**src/rtl/cve2_load_store_resp_if.sv**
```systemverilog
// Handshake and data-bus bundle for cve2_load_store_resp. The slave modport is the
// response block itself; the master modport is the LSU/bus side driving it.
interface cve2_load_store_resp_if;
    logic        req_valid_i;
    logic        req_ready_o;
    logic        req_we_i;
    logic [1:0]  req_type_i;
    logic        req_sign_ext_i;
    logic [1:0]  req_offset_i;
    logic        data_rvalid_i;
    logic [31:0] data_rdata_i;
    logic        data_err_i;
    logic [31:0] rf_wdata_lsu_o;
    logic        rf_we_lsu_o;
    logic        lsu_resp_valid_o;
    logic        lsu_resp_err_o;
    logic        busy_o;

    modport slave (
        input  req_valid_i, req_we_i, req_type_i, req_sign_ext_i, req_offset_i,
        input  data_rvalid_i, data_rdata_i, data_err_i,
        output req_ready_o, rf_wdata_lsu_o, rf_we_lsu_o, lsu_resp_valid_o, lsu_resp_err_o, busy_o
    );

    modport master (
        output req_valid_i, req_we_i, req_type_i, req_sign_ext_i, req_offset_i,
        output data_rvalid_i, data_rdata_i, data_err_i,
        input  req_ready_o, rf_wdata_lsu_o, rf_we_lsu_o, lsu_resp_valid_o, lsu_resp_err_o, busy_o
    );
endinterface

```
**src/rtl/cve2_load_store_resp.sv**
```systemverilog
// LSU response tracker: follows one- or two-beat bus transactions, merges/extends load data.
// Optional macro CVE2_LSU_RESP_REG_EN registers the completion outputs (one extra cycle of latency).

module cve2_load_store_resp_chk (
    input logic clk_i,
    input logic rst_i,
    input logic in_idle_i,
    input logic data_rvalid_i,
    input logic rf_we_i,
    input logic resp_err_i
);
    OnehotWeErr: assert property (@(posedge clk_i) disable iff (rst_i) $onehot0({rf_we_i, resp_err_i}))
        else $error("OnehotWeErr: rf_we_lsu_o and lsu_resp_err_o both high");

    // A beat with nothing outstanding is dropped by the design; this only flags it.
    UnexpectedRvalid: assert property (@(posedge clk_i) disable iff (rst_i) !(in_idle_i && data_rvalid_i))
        else $warning("UnexpectedRvalid: data_rvalid_i seen with no transaction outstanding");
endmodule

module cve2_load_store_resp (
    input  logic                   clk_i,
    input  logic                   rst_i,
    cve2_load_store_resp_if.slave  bus
);
    typedef enum logic [1:0] {
        IDLE       = 2'b00,
        WAIT_FIRST = 2'b01,
        WAIT_LAST  = 2'b10
    } state_e;

    localparam logic [1:0] TYPE_HALF = 2'b01;
    localparam logic [1:0] TYPE_BYTE = 2'b10;

    state_e      state_q;
    logic        we_q;
    logic        sext_q;
    logic        split_q;
    logic        err_q;
    logic [1:0]  type_q;
    logic [1:0]  offset_q;
    logic [23:0] hold_q;

    logic        split_s;
    logic        ready_s;
    logic        accept_s;
    logic        resp_block_s;
    logic [31:0] shifted_s;
    logic [31:0] merged_s;
    logic [31:0] fmt_s;

    logic        resp_valid_d;
    logic        resp_err_d;
    logic        resp_we_d;
    logic [31:0] resp_wdata_d;

    assign ready_s  = (state_q == IDLE) & ~resp_block_s;
    assign accept_s = bus.req_valid_i & ready_s;

    // Misalignment check on the incoming request.
    always_comb begin
        split_s = 1'b0;
        case (bus.req_type_i)
            TYPE_HALF: split_s = (bus.req_offset_i == 2'd3);
            TYPE_BYTE: split_s = 1'b0;
            default:   split_s = (bus.req_offset_i != 2'd0);
        endcase
    end

    // Transaction FSM with captured request fields and first-beat holding register.
    always_ff @(posedge clk_i or posedge rst_i) begin
        if (rst_i) begin
            state_q  <= IDLE;
            we_q     <= 1'b0;
            sext_q   <= 1'b0;
            split_q  <= 1'b0;
            err_q    <= 1'b0;
            type_q   <= 2'b00;
            offset_q <= 2'b00;
            hold_q   <= 24'h000000;
        end else begin
            case (state_q)
                IDLE: begin
                    if (accept_s) begin
                        we_q     <= bus.req_we_i;
                        sext_q   <= bus.req_sign_ext_i;
                        split_q  <= split_s;
                        err_q    <= 1'b0;
                        type_q   <= bus.req_type_i;
                        offset_q <= bus.req_offset_i;
                        hold_q   <= 24'h000000;
                        state_q  <= split_s ? WAIT_FIRST : WAIT_LAST;
                    end
                end
                WAIT_FIRST: begin
                    if (bus.data_rvalid_i) begin
                        hold_q  <= 24'(bus.data_rdata_i >> {offset_q, 3'b000});
                        err_q   <= err_q | bus.data_err_i;
                        state_q <= WAIT_LAST;
                    end
                end
                WAIT_LAST: begin
                    if (bus.data_rvalid_i) begin
                        state_q <= IDLE;
                    end
                end
                default: state_q <= IDLE;
            endcase
        end
    end

    // Align the final beat, splice in the held upper bytes of a split access, then extend.
    always_comb begin
        shifted_s = bus.data_rdata_i >> {offset_q, 3'b000};
        merged_s  = shifted_s;
        if (split_q) begin
            if (type_q == TYPE_HALF) begin
                merged_s = {16'h0000, bus.data_rdata_i[7:0], hold_q[7:0]};
            end else begin
                case (offset_q)
                    2'd1:    merged_s = {bus.data_rdata_i[7:0],  hold_q[23:0]};
                    2'd2:    merged_s = {bus.data_rdata_i[15:0], hold_q[15:0]};
                    2'd3:    merged_s = {bus.data_rdata_i[23:0], hold_q[7:0]};
                    default: merged_s = shifted_s;
                endcase
            end
        end else begin
            merged_s = shifted_s;
        end
        case (type_q)
            TYPE_BYTE: fmt_s = {{24{sext_q & merged_s[7]}},  merged_s[7:0]};
            TYPE_HALF: fmt_s = {{16{sext_q & merged_s[15]}}, merged_s[15:0]};
            default:   fmt_s = merged_s;
        endcase
    end

    // Completion decode in the final-beat cycle.
    always_comb begin
        resp_valid_d = (state_q == WAIT_LAST) & bus.data_rvalid_i;
        resp_err_d   = resp_valid_d & (err_q | bus.data_err_i);
        resp_we_d    = resp_valid_d & ~we_q & ~resp_err_d;
        resp_wdata_d = resp_we_d ? fmt_s : 32'h00000000;
    end

`ifdef CVE2_LSU_RESP_REG_EN
    logic        resp_valid_q;
    logic        resp_err_q;
    logic        resp_we_q;
    logic [31:0] resp_wdata_q;

    // Output stage; the next request is held off while it presents a response.
    always_ff @(posedge clk_i or posedge rst_i) begin
        if (rst_i) begin
            resp_valid_q <= 1'b0;
            resp_err_q   <= 1'b0;
            resp_we_q    <= 1'b0;
            resp_wdata_q <= 32'h00000000;
        end else begin
            resp_valid_q <= resp_valid_d;
            resp_err_q   <= resp_err_d;
            resp_we_q    <= resp_we_d;
            resp_wdata_q <= resp_wdata_d;
        end
    end

    assign resp_block_s         = resp_valid_q;
    assign bus.lsu_resp_valid_o = resp_valid_q;
    assign bus.lsu_resp_err_o   = resp_err_q;
    assign bus.rf_we_lsu_o      = resp_we_q;
    assign bus.rf_wdata_lsu_o   = resp_wdata_q;
`else
    assign resp_block_s         = 1'b0;
    assign bus.lsu_resp_valid_o = resp_valid_d;
    assign bus.lsu_resp_err_o   = resp_err_d;
    assign bus.rf_we_lsu_o      = resp_we_d;
    assign bus.rf_wdata_lsu_o   = resp_wdata_d;
`endif

    assign bus.req_ready_o = ready_s;
    assign bus.busy_o      = (state_q != IDLE);

    cve2_load_store_resp_chk u_chk (
        .clk_i         (clk_i),
        .rst_i         (rst_i),
        .in_idle_i     (state_q == IDLE),
        .data_rvalid_i (bus.data_rvalid_i),
        .rf_we_i       (bus.rf_we_lsu_o),
        .resp_err_i    (bus.lsu_resp_err_o)
    );
endmodule

```
**src/flat_wrapper.sv**
```systemverilog
// flat-port wrapper written by rule: the top's interface ports become plain ports
module cve2_load_store_resp_flat 
  (clk_i, rst_i, bus_req_valid_i, bus_req_we_i, bus_req_type_i, bus_req_sign_ext_i, bus_req_offset_i, bus_data_rvalid_i, bus_data_rdata_i, bus_data_err_i, bus_req_ready_o, bus_rf_wdata_lsu_o, bus_rf_we_lsu_o, bus_lsu_resp_valid_o, bus_lsu_resp_err_o, bus_busy_o);
  cve2_load_store_resp_if bus_i ();
  input  logic clk_i;
  input  logic rst_i;
  input wire logic [$bits(bus_i.req_valid_i)-1:0] bus_req_valid_i;
  input wire logic [$bits(bus_i.req_we_i)-1:0] bus_req_we_i;
  input wire logic [$bits(bus_i.req_type_i)-1:0] bus_req_type_i;
  input wire logic [$bits(bus_i.req_sign_ext_i)-1:0] bus_req_sign_ext_i;
  input wire logic [$bits(bus_i.req_offset_i)-1:0] bus_req_offset_i;
  input wire logic [$bits(bus_i.data_rvalid_i)-1:0] bus_data_rvalid_i;
  input wire logic [$bits(bus_i.data_rdata_i)-1:0] bus_data_rdata_i;
  input wire logic [$bits(bus_i.data_err_i)-1:0] bus_data_err_i;
  output wire logic [$bits(bus_i.req_ready_o)-1:0] bus_req_ready_o;
  output wire logic [$bits(bus_i.rf_wdata_lsu_o)-1:0] bus_rf_wdata_lsu_o;
  output wire logic [$bits(bus_i.rf_we_lsu_o)-1:0] bus_rf_we_lsu_o;
  output wire logic [$bits(bus_i.lsu_resp_valid_o)-1:0] bus_lsu_resp_valid_o;
  output wire logic [$bits(bus_i.lsu_resp_err_o)-1:0] bus_lsu_resp_err_o;
  output wire logic [$bits(bus_i.busy_o)-1:0] bus_busy_o;
  assign bus_i.req_valid_i = bus_req_valid_i;
  assign bus_i.req_we_i = bus_req_we_i;
  assign bus_i.req_type_i = bus_req_type_i;
  assign bus_i.req_sign_ext_i = bus_req_sign_ext_i;
  assign bus_i.req_offset_i = bus_req_offset_i;
  assign bus_i.data_rvalid_i = bus_data_rvalid_i;
  assign bus_i.data_rdata_i = bus_data_rdata_i;
  assign bus_i.data_err_i = bus_data_err_i;
  assign bus_req_ready_o = bus_i.req_ready_o;
  assign bus_rf_wdata_lsu_o = bus_i.rf_wdata_lsu_o;
  assign bus_rf_we_lsu_o = bus_i.rf_we_lsu_o;
  assign bus_lsu_resp_valid_o = bus_i.lsu_resp_valid_o;
  assign bus_lsu_resp_err_o = bus_i.lsu_resp_err_o;
  assign bus_busy_o = bus_i.busy_o;
  cve2_load_store_resp u_core (.clk_i(clk_i), .rst_i(rst_i), .bus(bus_i));
endmodule
```
**config.mk**
```make
export PLATFORM = sky130hd
export DESIGN_NAME = cve2_load_store_resp_flat
export DESIGN_NICKNAME = d
export VERILOG_FILES = /design/src/rtl/cve2_load_store_resp_if.sv /design/src/rtl/cve2_load_store_resp.sv /design/src/flat_wrapper.sv
export SDC_FILE = /design/constraint.sdc
export NUM_CORES = 1
export LEC_CHECK = 0
export BUFFER_PORTS_ARGS = -buffer_cell sky130_fd_sc_hd__buf_2
export CORE_MARGIN = 2
export CORE_UTILIZATION = 24
export CTS_CLUSTER_SIZE = 14
export DETAILED_ROUTE_END_ITERATION = 6
export SYNTH_ARGS = -nofsm -noshare
export SYNTH_HDL_FRONTEND = slang
export SYNTH_SLANG_ARGS = --single-unit
export TNS_END_PERCENT = 20
```
**constraint.sdc**
```tcl
create_clock -name clk_i -period 6.2 [get_ports clk_i]
set_clock_uncertainty 0.05 [all_clocks]
set_input_delay 0.31 -clock clk_i [delete_from_list [all_inputs] [get_ports clk_i]]
set_output_delay 0.31 -clock clk_i [all_outputs]
set_load 0.01 [all_outputs]
```
Yosys cells after proc, flatten, opt, wreduce, memory -nomap -nowiden

Index checks and enable logic that the tools add are counted.

Flip-flop bits (word level): 34
Input bits: 43
Word-level logic and storage cells: 56

Bitwise logic cells: 10
Reductions and logical operators: 7
Multiplexer cells: 17
Shift operators: 1
Eq/ne operators: 13

Operators by type and width:

| kind                                                                   | count |
|---|---|
| 32-bit two-way mux                                                     | 3 |
| 32-bit one-hot mux with 3 select lines                                 | 1 |
| 32-bit one-hot mux with 2 select lines                                 | 1 |
| 24-bit two-way mux                                                     | 2 |
| 24-bit one-hot mux with 2 select lines                                 | 1 |
| 32-bit by 5-bit right shift with 32-bit output                         | 1 |
| 2-bit equality test (second input constant)                            | 6 |
| 2-bit by 1-bit equality test with 1-bit output (second input constant) | 4 |
| 2-bit two-way mux                                                      | 4 |
| 1-bit AND                                                              | 7 |
| 2-bit != test (second input constant)                                  | 3 |
| 2-bit one-hot mux with 3 select lines                                  | 1 |
| 3-bit AND reduction                                                    | 2 |
| 2-bit nonzero test                                                     | 3 |
| 1-bit one-hot mux with 2 select lines                                  | 2 |
| 2-bit logical NOT                                                      | 1 |
| 1-bit two-way mux                                                      | 2 |
| 1-bit inverter                                                         | 2 |
| 2-bit AND reduction                                                    | 1 |
| 1-bit bitwise OR                                                       | 1 |

Logic depth before layout (Yosys ltp)

Gate-level depths: netlist of the first run.

Depth in word-level cells: 7
Depth in mapped cells: 9
Depth with buffers taken out: 7

Least setup slack after synthesis of the first run

OpenSTA, ideal clock, no wires.

Path kind: flip-flop to output port
Start: reg u_core.type_q[0]
End: out bus_rf_wdata_lsu_o[26]
Stages on the path, launching flop included: 8
Buffers on the path: 1
Data arrival time: 1.868 ns
Setup slack: 3.972 ns
Cell sequence: dfrtp_1 > ha_1 > buf_2 > or3b_2 > o32ai_1 > o32ai_4 > o21ai_4 > a31oi_1

Word-level cells in the longest chain between the ends: 6

Ends and longest elaborated chain:

| what                                           | RTL line                                                 | RTL |
|---|---|---|
| start, declared                                | cve2_load_store_resp.sv:39                               | `logic [1:0] type_q;` |
| start signal, assigned                         | cve2_load_store_resp.sv:88                               | `type_q <= bus.req_type_i;` |
| 2-bit by 1-bit equality test with 1-bit output | cve2_load_store_resp.sv:116, cve2_load_store_resp.sv:129 |  |
| 32-bit two-way mux                             | cve2_load_store_resp.sv:116                              | `if (type_q == TYPE_HALF) begin` |
| 32-bit two-way mux                             | cve2_load_store_resp.sv:115                              | `if (split_q) begin` |
| 1-bit AND (on tied branches)                   | cve2_load_store_resp.sv:131, cve2_load_store_resp.sv:130 |  |
| 32-bit one-hot mux with 2 select lines *       | cve2_load_store_resp.sv:129                              | `case (type_q)` |
| 32-bit two-way mux *                           | cve2_load_store_resp.sv:141                              | `resp_wdata_d = resp_we_d ? fmt_s : 32'h00000000;` |
| end, declared                                  | flat_wrapper.sv:16                                       | `output wire logic [$bits(bus_i.rf_wdata_lsu_o)-1:0] bus_rf_wdata_lsu_o;` |

Every way passes the cells marked *; elsewhere a longest branch is shown, timed or not.

Worst setup path in the final report of the first run

Start: reg u_core.offset_q[0]
End: out bus_rf_wdata_lsu_o[31]

Word-level cells in the longest chain between the ends: 7

Ends and longest elaborated chain:

| what                                                                   | RTL line                                                 | RTL |
|---|---|---|
| start, declared                                                        | cve2_load_store_resp.sv:40                               | `logic [1:0] offset_q;` |
| start signal, assigned                                                 | cve2_load_store_resp.sv:89                               | `offset_q <= bus.req_offset_i;` |
| 32-bit by 5-bit right shift with 32-bit output (tied with other cells) | --                                                       |  |
| 32-bit one-hot mux with 3 select lines                                 | cve2_load_store_resp.sv:119                              | `case (offset_q)` |
| 32-bit two-way mux                                                     | cve2_load_store_resp.sv:116                              |  |
| 32-bit two-way mux *                                                   | cve2_load_store_resp.sv:115                              |  |
| 1-bit AND (on tied branches)                                           | cve2_load_store_resp.sv:131, cve2_load_store_resp.sv:130 |  |
| 32-bit one-hot mux with 2 select lines *                               | cve2_load_store_resp.sv:129                              |  |
| 32-bit two-way mux *                                                   | cve2_load_store_resp.sv:141                              |  |

Marked as above.

==> impl_metrics.tcl, run 1 <==
set metrics [dict create \
    antenna_found_initial 1 \
    start_kind "flip-flop" \
    syn_area_mm2 0.00301 \
    wl_per_cell_um 18.0 \
    status "finished clean" \
    die_w_um 116 \
    setup_tns_ns 0 \
    synth.area.top_cells "dfrtp_1 28%, mux2i_1 8.3%, nand2_1 6.8%" \
    seq_area_frac_synth_pct 28.2 \
    first_iter_violations 351 \
    p_per_area_mw_per_mm2 505 \
    grt_usage_pct 16.5 \
    cts_resized 0 \
    core_mm2 0.0121 \
    drcViolationCount 0 \
    critPathMaxFanout 44 \
    synth_fp_nets 420 \
    grt_pass1_wl_um 17000 \
    rsz0062_at_grt "no" \
    portBuffers 79 \
    ios 80 \
    total_power_w 0.00187 \
    min_period_ns 3.66 \
    synth.avg_cell_area_um2 8.06 \
    finalWirelength_um 10900 \
    grt_pass1_vias 3058 \
    ys_warn_count 0 \
    vdd_drop_max_mv 0.197 \
    cpMaxStageDelayCell "clkinv_1" \
    layout-drive-gt1-share_pct 26.4 \
    synthFlopType "dfrtp_1" \
    cts_tree "done" \
    cp_data_arrival_time_ns 3.30 \
    grt_start_max_net_pins 52 \
    hold_violations 0 \
    fp.dieArea_mm2 0.0135 \
    synth_edf_count 0 \
    relSlewSlack_pct 29.0 \
    worst_pin_slew_ns 1.07 \
    start_util_pct 24.9 \
    synthMostInstantiatedCell "nand2_1" \
    h-tree-depth 2 \
    cts_made_buffers 5 \
    via_count 3254 \
    yosys.cell_types.count 55 \
    synthCells 374 \
    async_flop_share_pct 100 \
    dr.pass1.iters 4 \
    finalNetCount 481 \
    clkTransAtPathRegs_ns 0.06 \
    maxCapViolCount 0 \
    cp-end-kind "primary output" \
    clock_latency_ns 0.28 \
    min_path_type "input port to asynchronous set/reset pin" \
    total_leakage_power_nw 1.67 \
    fin_crit_sh_pct 59.1 \
    setup_violations 0 \
    timing.fmax_mhz 273 \
    via_per_inst 5.38 \
    cpLargestDelayFamily "buffers and inverters" \
    drv_slew 0 \
    place_congestion 0.896 \
    root_buffer "clkbuf_16" \
    synth_common_cells "55 x nand2_1, 34 x dfrtp_1, 31 x nor2_1, 30 x o21ai_0, 25 x mux2i_1" \
    cts_sinks 34 \
    ys_ff_latch 34 \
    post-cts-setup-buffer-count 0 \
    cp_slowest_stage_delay_ns 0.82 \
    area_growth_pct 22.7 \
    path_cells "buf_4, clkinv_1, a221oi_2, o32ai_4, o21ai_4, a31oi_1, buf_2" \
    crit_required_ns 5.84 \
    dp_hpwl_um 8030 \
    synth_top_area_share_pct 28.2 \
    cts.path.max_buffers 2 \
    hold_buffers 0 \
    die_h_um 116 \
    synth_top_area_cell "dfrtp_1" \
    rows 40 \
    nFillCells 1356 \
    ant_nets 0 \
    crit_type "flip-flop to primary output" \
    grt_overflow_total 0 \
    critPathBufInv 3 \
]
-- placed cells by master, fill, tap and decap left out, types with 9 or more instances in the layout --
cell	n
mux2i_1	25
nand2_1	55
inv_1	10
buf_2	79
nor2_1	31
a21oi_1	20
o22ai_1	10
mux2_2	9
dfrtp_1	33
nand2b_1	9
a22o_1	14
o21ai_0	30
a31oi_1	10
-- logic make-up (layout without fill, tap and decap cells) --
family	count (synthesis)	count (layout)	synth area share (%)
compound gates	138	138	32.5
xor+xnor	1	1	0.540
fa+ha+maj	3	3	1.25
buf+inv	42	104	6.68
flops	34	34	28.2
mux	36	36	12.9
other cells	0	1	0
simple gates	120	120	17.9
-- metal layers --
metal	track usage [%]	vias to the layer above	share of wire [%]	routed length, µm
met5	0	-	0	0
met4	7.14	0	3.4	370
met3	4.18	23	6.9	754
met2	25.5	122	47	5160
met1	22.0	1598	42	4600
li1	-	1511	-	-
-- registers in the layout (all words and copies together), names as in the netlist --
name and count:
u_core.hold_q 24, u_core.offset_q 2, u_core.state_q 2, u_core.type_q 2, u_core.err_q 1, u_core.sext_q 1, u_core.split_q 1, u_core.we_q 1
-- worst register-to-register path: stages (launching register included) --
cell      delay [ns]
dfrtp_1         0.34
buf_4           0.44
clkinv_1        0.83
mux2_2          0.56
a22o_1          0.18
-- path summary, 6_finish.rpt --
kind / startpoint / end / slack (ns) / cells past startpoint
min: rst_i / u_core.we_q / 0.08 / 3
max: u_core.offset_q[0] / bus_rf_wdata_lsu_o[31] / 2.54 / 7
max in group asynchronous: rst_i / u_core.offset_q[1] / 5.66 / 3
max reg2reg: u_core.offset_q[0] / u_core.hold_q[14] / 3.69 / 4
min reg2reg: u_core.hold_q[17] / u_core.hold_q[17] / 0.43 / 2
min in group clk_i: bus_req_valid_i / u_core.err_q / 0.17 / 2
-- power breakdown --
part	switching, W	internal (W)	total (W)
combinational	0.000686	0.000437	0.00112
clock	0.000108	0.000231	0.000340
sequential	0.000106	0.000300	0.000406
-- through the flow --
| step | hold slack (ns) | setup WS, ns | utilization [%] | cells | instance area, µm² |
|---|---|---|---|---|---|
| after global placement | 0.401 | 2.99 | 28.9 | 596 | 3500 |
| after detailed placement | 0.402 | 2.86 | 28.9 | 596 | 3500 |
| after floorplan | 0.346 | 3.97 | - | 374 | 3010 |
| after global routing | 0.134 | 2.26 | 30.5 | 604 | 3700 |
| after CTS | 0.0976 | 2.56 | 30.5 | 604 | 3700 |
| final | 0.0813 | 2.54 | 30.5 | 605 | 3700 |
-- cell type report --
cell class / count / area (µm²) / share of cell area, %
Tap cell: 168 / 210 / 5.68
Clock inverter: 3 / 68.8 / 1.86
Sequential cell: 34 / 852 / 23.0
Inverter: 12 / 46.3 / 1.25
Clock buffer: 5 / 125 / 3.38
Timing Repair Buffer: 84 / 433 / 11.7
Antenna cell: 1 / 2.50 / 0.0676
Multi-Input combinational cell: 298 / 1960 / 53.0
Power figures use the tool's default switching activity.
==> run 2: changes to the inputs <==
--- a/config.mk
+++ b/config.mk
@@ -5,6 +5,7 @@
 export SDC_FILE = /design/constraint.sdc
 export NUM_CORES = 1
 export LEC_CHECK = 0
+export ABC_AREA = 1
 export BUFFER_PORTS_ARGS = -buffer_cell sky130_fd_sc_hd__buf_2
 export CORE_MARGIN = 2
 export CORE_UTILIZATION = 24
==> constraint.sdc (replaced) <==
create_clock -name clk_i -period 3.1 [get_ports clk_i]
set_clock_uncertainty 0.05 [all_clocks]
set_input_delay 0.155 -clock clk_i [delete_from_list [all_inputs] [get_ports clk_i]]
set_output_delay 0.155 -clock clk_i [all_outputs]
set_load 0.01 [all_outputs]
==> impl_metrics.tcl, run 2 <==
set metrics [dict create \
    timing.rr.end "u_core.hold_q[13]" \
    dr.pass1.iters 5 \
    cp-end-kind "primary output" \
    fin_crit_sh_pct 89.1 \
    grt_pass1_vias 3077 \
    area_growth_pct 22.3 \
    start_util_pct 24.8 \
    die_w_um 116 \
    switching_power_w 0.00196 \
    seq_power_share_pct 20.9 \
    finalWirelength_um 10800 \
    layout-drive-gt1-share_pct 20.2 \
    maxCapViolCount 0 \
    cts_made_buffers 5 \
    start_kind "flip-flop" \
    synth_top_area_cell "dfrtp_1" \
    grt_overflow_total 0 \
    final_cell_mix "189 x nand2_1, 79 x buf_2, 74 x o21ai_0" \
    cts_tree "done" \
    synth.area.top_cells "dfrtp_1 28%, nand2_1 24%, o21ai_0 12%" \
    antenna_found_initial 0 \
    h-tree-depth 2 \
    min_period_ns 2.76 \
    final_common_cell "nand2_1" \
    syn_area_mm2 0.00299 \
    synth_fp_nets 542 \
    cts.path.max_buffers 2 \
    synthMostInstantiatedCell "nand2_1" \
    synth_edf_count 0 \
    drcViolationCount 0 \
    largest_register_ffs 24 \
    via_count 3493 \
    min_path_type "input port to flip-flop" \
    r2r_cells 6 \
    r2r_start "u_core.offset_q[0]" \
    synth_top_family_by_area "simple AND/OR/NAND/NOR gates" \
    fp.dieArea_mm2 0.0134 \
    synth_top_area_share_pct 28.5 \
    drv_slew 0 \
    first_iter_violations 312 \
    crit_path_end "bus_rf_wdata_lsu_o[8]" \
    synthFlopType "dfrtp_1" \
    synth-adder-area-share_pct 1.26 \
    rows 40 \
    grt_start_max_net_pins 35 \
    total_power_w 0.00360 \
    root_buffer "clkbuf_16" \
    worst_pin_slew_ns 0.728 \
    synth.avg_cell_area_um2 6.03 \
    grt_pass1_wl_um 16800 \
    wl_per_cell_um 14.7 \
    portBuffers 79 \
    yosys.area_share.simple_pct 37.3 \
    setup_tns_ns 0 \
    ant_nets 0 \
    ys_ff_latch 34 \
    p_per_area_mw_per_mm2 985 \
    synthMuxAreaShare_pct 0 \
    hold_violations 0 \
    vdd_drop_max_mv 0.321 \
    die_h_um 116 \
    ys_warn_count 0 \
    synth_compound_area_share_pct 22.0 \
    grt_usage_pct 16.2 \
    clock_latency_ns 0.28 \
    post-cts-setup-buffer-count 0 \
    seq_area_frac_synth_pct 28.5 \
    setup_ws_ns 0.339 \
    r2r_slack_ns 1.07 \
    antenna_cells 0 \
    sw_frac_of_total_pct 54.4 \
    relSlewSlack_pct 51.4 \
    timing.fmax_mhz 362 \
    dp_hpwl_um 8250 \
    critPathLaunch "u_core.split_q" \
    clkTransAtPathRegs_ns 0.06 \
    rsz0062_at_grt "no" \
    place_congestion 0.981 \
    total_leakage_power_nw 1.90 \
    yosys.cell_types.count 28 \
    cp_data_arrival_time_ns 2.56 \
    place_ws_ns 0.662 \
    synth_common_cells "189 x nand2_1, 74 x o21ai_0, 41 x inv_1, 38 x nand3_1, 34 x dfrtp_1" \
    critPathMaxFanout 18 \
    internal_power_w 0.00164 \
    top_register "u_core.hold_q" \
    nFillCells 1374 \
    crit_type "flip-flop to primary output" \
    via_per_inst 4.77 \
    crit_required_ns 2.89 \
    status "finished clean" \
    synthCells 496 \
    async_flop_share_pct 100 \
    cts_sinks 34 \
    pwr-share-comb_pct 65.0 \
    core_mm2 0.0121 \
    ios 80 \
    setup_violations 0 \
    finalNetCount 609 \
    layout.cells.non_filler 732 \
    synth_xor_area_share_pct 0 \
    pwr-share-clk_pct 14.1 \
    dpl.cell_count 723 \
]
-- run 2: cell types whose count changed after synthesis, sizes merged, moves of 8 or more --
cell    delta
mux2i     -26
a31oi      -8
a22oi      -8
a22o      -14
o21ai     +41
o22ai      -8
nand2    +139
nor3       -8
nand2b     -9
mux2       -9
nand3     +37
inv       +36
-- run 2: timing repair --
| item | 4_1_cts | 5_1_grt |
|---|---|---|
| hold buffers | 1 | 0 |
| resized for setup | 0 | 0 |
| setup endpoints to repair | 0 | 0 |
| endpoints found under the hold margin | 34 | 0 |
-- run 2: per-layer routing --
metal / up-vias / GRT usage [%] / share of wire, %
li1: 1751 / - / -
met1: 1572 / 24.8 / 48
met2: 153 / 23.9 / 43
met3: 17 / 1.67 / 6.9
met4: 0 / 4.50 / 1.6
met5: - / 0 / 0
-- run 2: worst min-delay path by stage --
stage	depth (start not counted)	endpoint	start
6_report	3	u_core.we_q	bus_req_we_i
4_1_cts	3	u_core.we_q	bus_req_we_i
2_1_floorplan	2	u_core.we_q	bus_req_we_i
3_3_place_gp	3	u_core.hold_q[2]	rst_i
3_5_place_dp	3	u_core.hold_q[2]	rst_i
5_1_grt	3	u_core.we_q	bus_req_we_i
-- run 2: power by group through the flow --
stage | Clock (W) | Sequential (W) | Combinational, W
3_3_place_gp | 0 | 0.000755 | 0.00231
2_1_floorplan | 0 | 0.000689 | 0.00181
6_report | 0.000507 | 0.000753 | 0.00234
4_1_cts | 0.000511 | 0.000749 | 0.00231
3_5_place_dp | 0 | 0.000755 | 0.00230
5_1_grt | 0.000538 | 0.000777 | 0.00263
-- run 2: cells by family after synthesis --
family,count (synthesis)
fa+ha+maj,3
flops,34
compound gates,119
simple gates,266
buf+inv,74
-- run 2: cell type report --
cell class,instances,area [µm²],area share [%]
multi-input cells,388,1810,49.5
inverters,46,173,4.72
flip-flops and latches,34,851,23.3
well taps,168,210,5.75
repair buffers,88,465,12.7
clock buffers,7,143,3.90
clock inverters,1,5.00,0.137
-- run 2: stage by stage --
stage / cell area (µm²) / util (%) / hold slack [ns]
after global placement: 3500 / 29.0 / 0.245
after CTS: 3660 / 30.3 / 0.0225
after global routing: 3660 / 30.3 / 0.0334
after floorplan: 2990 / - / 0.215
after detailed placement: 3500 / 29.0 / 0.239
final: 3660 / 30.3 / 0.0177
-- run 2: critical path: stages, from the launching register on --
cell and delay (ns):
dfrtp_1 0.80, nand2_2 0.22, inv_2 0.25, nor2_4 0.07
nand2_1 0.12, nand4_1 0.34, a21oi_1 0.31, buf_2 0.17
